`src/rtl/pc_redirect_fetch.sv`:
```
// PC sequencer and single-outstanding instruction fetch front end with redirect/flush.
// Optional macro FETCH_MISALIGN_CHECK_EN traps misaligned redirect targets (misalign_o, HALT).
module pc_redirect_fetch #(
  parameter int unsigned PC_W     = 9,
  parameter int unsigned RESET_PC = 0
) (
  input  logic            clk,
  input  logic            reset,
  input  logic            redirect_i,
  input  logic [31:0]     redirect_pc_i,
  output logic            imem_req_o,
  output logic [PC_W-1:0] imem_addr_o,
  input  logic            imem_gnt_i,
  input  logic            imem_rvalid_i,
  input  logic [31:0]     imem_rdata_i,
  output logic            if_valid_o,
  output logic [PC_W-1:0] if_pc_o,
  output logic [31:0]     if_instr_o,
`ifdef FETCH_MISALIGN_CHECK_EN
  output logic            misalign_o,
`endif
  input  logic            if_ready_i
);

  typedef enum logic [1:0] {
    S_IDLE,
    S_FETCH,
    S_WAIT,
    S_HALT
  } state_e;

  localparam logic [PC_W-1:0] RESET_PC_V = PC_W'(RESET_PC);
  localparam logic [PC_W-1:0] PC_INC     = PC_W'(4);

  state_e          state_q, state_d;
  logic [PC_W-1:0] pc_q, pc_d;
  logic            kill_q, kill_d;
  logic            valid_q, valid_d;
  logic [PC_W-1:0] out_pc_q, out_pc_d;
  logic [31:0]     out_instr_q, out_instr_d;

  logic            out_free;
  logic            req;
  logic            redirect_act;
  logic [PC_W-1:0] target;

`ifdef FETCH_MISALIGN_CHECK_EN
  logic            misalign_q, misalign_d;
  logic            unused_pc_bits;

  assign target         = redirect_pc_i[PC_W-1:0];
  assign unused_pc_bits = ^redirect_pc_i[31:PC_W];
`else
  logic            unused_pc_bits;

  assign target         = {redirect_pc_i[PC_W-1:2], 2'b00};
  assign unused_pc_bits = ^{redirect_pc_i[31:PC_W], redirect_pc_i[1:0]};
`endif

  // A halted front end ignores redirects; only reset brings it back.
  assign redirect_act = redirect_i && (state_q != S_HALT);
  assign out_free     = !valid_q || if_ready_i;
  assign req          = (state_q == S_FETCH) && out_free && !redirect_i;

  always_comb begin
    state_d     = state_q;
    pc_d        = pc_q;
    kill_d      = kill_q;
    valid_d     = valid_q;
    out_pc_d    = out_pc_q;
    out_instr_d = out_instr_q;
`ifdef FETCH_MISALIGN_CHECK_EN
    misalign_d  = misalign_q;
`endif

    if (valid_q && if_ready_i) begin
      valid_d = 1'b0;
    end

    case (state_q)
      S_IDLE:  state_d = S_FETCH;
      S_FETCH: begin
        if (req && imem_gnt_i) begin
          state_d = S_WAIT;
        end
      end
      S_WAIT: begin
        if (imem_rvalid_i) begin
          state_d = S_FETCH;
          kill_d  = 1'b0;
          if (!kill_q && !redirect_act) begin
            valid_d     = 1'b1;
            out_pc_d    = pc_q;
            out_instr_d = imem_rdata_i;
            pc_d        = pc_q + PC_INC;
          end
        end
      end
      S_HALT:  state_d = S_HALT;
      default: state_d = S_IDLE;
    endcase

    // Redirect overrides everything above; a still-pending response gets marked for drop.
    if (redirect_act) begin
      pc_d    = target;
      valid_d = 1'b0;
      if ((state_q == S_WAIT) && !imem_rvalid_i) begin
        kill_d = 1'b1;
      end
`ifdef FETCH_MISALIGN_CHECK_EN
      if (redirect_pc_i[1:0] != 2'b00) begin
        misalign_d = 1'b1;
        state_d    = S_HALT;
        kill_d     = 1'b0;
      end
`endif
    end
  end

  always_ff @(posedge clk or negedge reset) begin
    if (!reset) begin
      state_q     <= S_IDLE;
      pc_q        <= RESET_PC_V;
      kill_q      <= 1'b0;
      valid_q     <= 1'b0;
      out_pc_q    <= '0;
      out_instr_q <= '0;
`ifdef FETCH_MISALIGN_CHECK_EN
      misalign_q  <= 1'b0;
`endif
    end else begin
      state_q     <= state_d;
      pc_q        <= pc_d;
      kill_q      <= kill_d;
      valid_q     <= valid_d;
      out_pc_q    <= out_pc_d;
      out_instr_q <= out_instr_d;
`ifdef FETCH_MISALIGN_CHECK_EN
      misalign_q  <= misalign_d;
`endif
    end
  end

  assign imem_req_o  = req;
  assign imem_addr_o = pc_q;
  assign if_valid_o  = valid_q;
  assign if_pc_o     = out_pc_q;
  assign if_instr_o  = out_instr_q;
`ifdef FETCH_MISALIGN_CHECK_EN
  assign misalign_o  = misalign_q;
`endif

endmodule

```
`config.mk`:
```
export PLATFORM = sky130hd
export DESIGN_NAME = pc_redirect_fetch
export DESIGN_NICKNAME = d
export VERILOG_FILES = /design/src/rtl/pc_redirect_fetch.sv
export SDC_FILE = /design/constraint.sdc
export NUM_CORES = 1
export LEC_CHECK = 0
export CORE_MARGIN = 4
export CORE_UTILIZATION = 40
export DETAILED_ROUTE_END_ITERATION = 10
export PLACE_DENSITY = 0.85
export SYNTH_ARGS = -nofsm -noshare
export SYNTH_HDL_FRONTEND = slang
export SYNTH_SLANG_ARGS = --single-unit
```
`constraint.sdc`:
```
create_clock -name clk -period 3.1 [get_ports clk]
set_clock_uncertainty 0.15 [all_clocks]
set_input_delay 0.62 -clock clk [delete_from_list [all_inputs] [get_ports clk]]
set_output_delay 0.62 -clock clk [all_outputs]
set_load 0.005 [all_outputs]
```
==> results_dict.tcl <==
set metrics [dict create \
    numCtsBuffers 5 \
    ctsResizeCount 0 \
    period_minus_slack_ps 2680 \
    rows 25 \
    hold_viol 0 \
    synth_seq_cells 50 \
    die-height_um 79.9 \
    postCtsSetupBuffers 0 \
    cts.root.buffer_cell "clkbuf_8" \
    first_iter_violations 54 \
    cts.sinks 50 \
    setup.worst_path.end_class "output pin" \
    grt_pass1_wl_um 7390 \
    ctsHtreeMaxLevel 2 \
    path_max_fanout 2 \
    synth-edff-count 0 \
    finalMaxSlewViolations 0 \
    path_common_cell "clkdlybuf4s50_1" \
    synth_top_area_share 0.605 \
    nets 316 \
    async_reset_ff_frac 1.00 \
    multi_input_area_um2 759 \
    slowest_stage "clkdlybuf4s50_1" \
    drt_wl_total_um 4620 \
    fin_setup_tns_ps 0 \
    seq_area_frac_synth 0.605 \
    power_leakage_nw 1.37 \
    tritoncts "built" \
    wire_per_inst_um 14.8 \
    antenna_found_initial 0 \
    globalplace.congestion 0.775 \
    final-setup-viol-count 0 \
    vias 1536 \
    drcViolationCount 0 \
    yosysWarnings 0 \
    fin_crit_sh 0.866 \
    grtUsageTotal 0.147 \
    crit_chain "clkdlybuf4s50_1 > nor2b_1 > nand2_1 > nor2_1 > clkdlybuf4s50_1" \
    viasPerCell 4.91 \
    synth-compound-area-share 0.0562 \
    ir_drop_mv 0.450 \
    ant_nets 0 \
    firstDrtPassIters 4 \
    fin_ws_ps 416 \
    critical_path.max_stage_delay_ps 520 \
    dpl.hpwl_um 3360 \
    worstSetupStartpointType "input port" \
    arrival_ps 1910 \
    clk_pin_slew_ps 90 \
    synthDistinctLibCells 28 \
    die_area_um2 6390 \
    grt_max_degree 51 \
    required_ps 2330 \
    slew_headroom 0.579 \
    post-place-ws_ps 446 \
    synthXorXnorAreaFrac 0.00423 \
    synthMuxAreaShare 0.217 \
    yosys.area_share.simple 0.0738 \
    initial_core_util 0.424 \
    netlist_instances 149 \
    pin_count 122 \
    overflow 0 \
    critPathBufInv 2 \
    syn_area_um2 2070 \
    path_delay_family "buffers and inverters" \
    n_fill_cell 397 \
    worstSetupPathType "input port to output pin" \
    drive_gt1_frac 0.224 \
    clk_path_buf_depth 2 \
    rsz0062_at_grt "false" \
    syn_to_final_growth_pct 54.2 \
    synth_top_cell_by_area "dfrtp_1" \
    synth_top_family_by_area "multiplexers" \
    max_cap_viol_count 0 \
    status "complete, no violations" \
    hold_buffers 0 \
    synth_area_leaders "dfrtp_1 60%, mux2_2 21%, buf_4 1.8%" \
    avgSynthCellArea_um2 13.9 \
    hold_path_class "input port to asynchronous set/reset pin" \
    seq_area_um2 1250 \
    n_antenna_cell 0 \
    worstMarginPinSlew_ps 632 \
    core_um2 4880 \
    fp.dieW_um 79.9 \
    max_freq_mhz 373 \
    grt_pass1_vias 1572 \
    clkLatencyLatePin_ps 290 \
    synth_adder_area_share 0.00605 \
    synth_ff_type "dfrtp_1" \
    power_density_nw_per_um2 834 \
    place.port_buffers 92 \
]
-- cells in the mapped netlist (3+ instances only) --
| cell | number |
|---|---|
| buf_2 | 3 |
| a21oi_1 | 3 |
| buf_4 | 5 |
| o21ai_0 | 6 |
| nor2_1 | 6 |
| mux2_2 | 39 |
| or3_1 | 3 |
| nand2_1 | 5 |
| dfrtp_1 | 50 |
| a31oi_1 | 5 |
-- final timing paths --
check | startpoint | endpoint | slack, ps | cells after the start
max | redirect_i | imem_req_o | 420 | 5
min | reset | if_instr_o[28] | 280 | 2
max reg2reg | state_q[0] | if_instr_o[31] | 1210 | 4
min reg2reg | if_instr_o[3] | if_instr_o[3] | 360 | 1
max in group asynchronous | reset | imem_addr_o[8] | 2090 | 2
min in group clk | if_instr_o[3] | if_instr_o[3] | 360 | 1
-- power by group --
| part | internal (mW) | switching [mW] | leakage [nW] |
|---|---|---|---|
| combinational | 0.700 | 0.299 | 0.664 |
| clock | 0.344 | 0.212 | 0.0714 |
| sequential | 0.920 | 0.187 | 0.632 |
-- metrics by stage --
step	hold WS (ps)	util	power (mW)	cells	area, um^2
floorplan	174	-	1.46	152	2080
global placement	337	0.625	2.09	305	3050
detailed placement	344	0.625	2.13	305	3050
CTS	301	0.654	2.70	313	3190
global route	329	0.654	2.84	313	3190
finish	276	0.654	2.66	313	3190
-- cells by family after synthesis --
| group | Yosys count |
|---|---|
| compound gates | 19 |
| xor+xnor | 1 |
| fa+ha+maj | 1 |
| buf+inv | 12 |
| flops | 50 |
| mux | 40 |
| other cells | 1 |
| simple gates | 25 |
-- routing by layer --
layer	GRT usage	routed length, um	up-vias
li1	-	-	714
met1	0.179	1910	755
met2	0.248	2260	67
met3	0.0564	445	0
met4	0.0304	0	0
met5	0	0	-
-- state kept, by name, indices dropped and copies added, names as in the netlist --
signal / flops
if_instr_o: 32
if_pc_o: 7
if_valid_o: 1
imem_addr_o: 7
kill_q: 1
state_q: 2
-- cells in the final DEF, fill, tap and decap left out, types with 3 or more instances in the layout --
master	count
clkdlybuf4s50_1	91
dfrtp_1	50
mux2_2	39
nor2_1	6
o21ai_0	6
clkbuf_8	6
nand2_1	5
a31oi_1	5
conb_1	4
buf_4	4
a21oi_1	3
or3_1	3
-- layout make-up --
| cell class | count | area share |
|---|---|---|
| Clock inverter | 2 | 0.0188 |
| Sequential cell | 50 | 0.392 |
| Clock buffer | 6 | 0.0259 |
| Inverter | 2 | 0.00235 |
| Timing Repair Buffer | 96 | 0.296 |
| Multi-Input combinational cell | 90 | 0.238 |
| Tap cell | 67 | 0.0263 |
No activity file was read; power rests on OpenSTA's default activity.
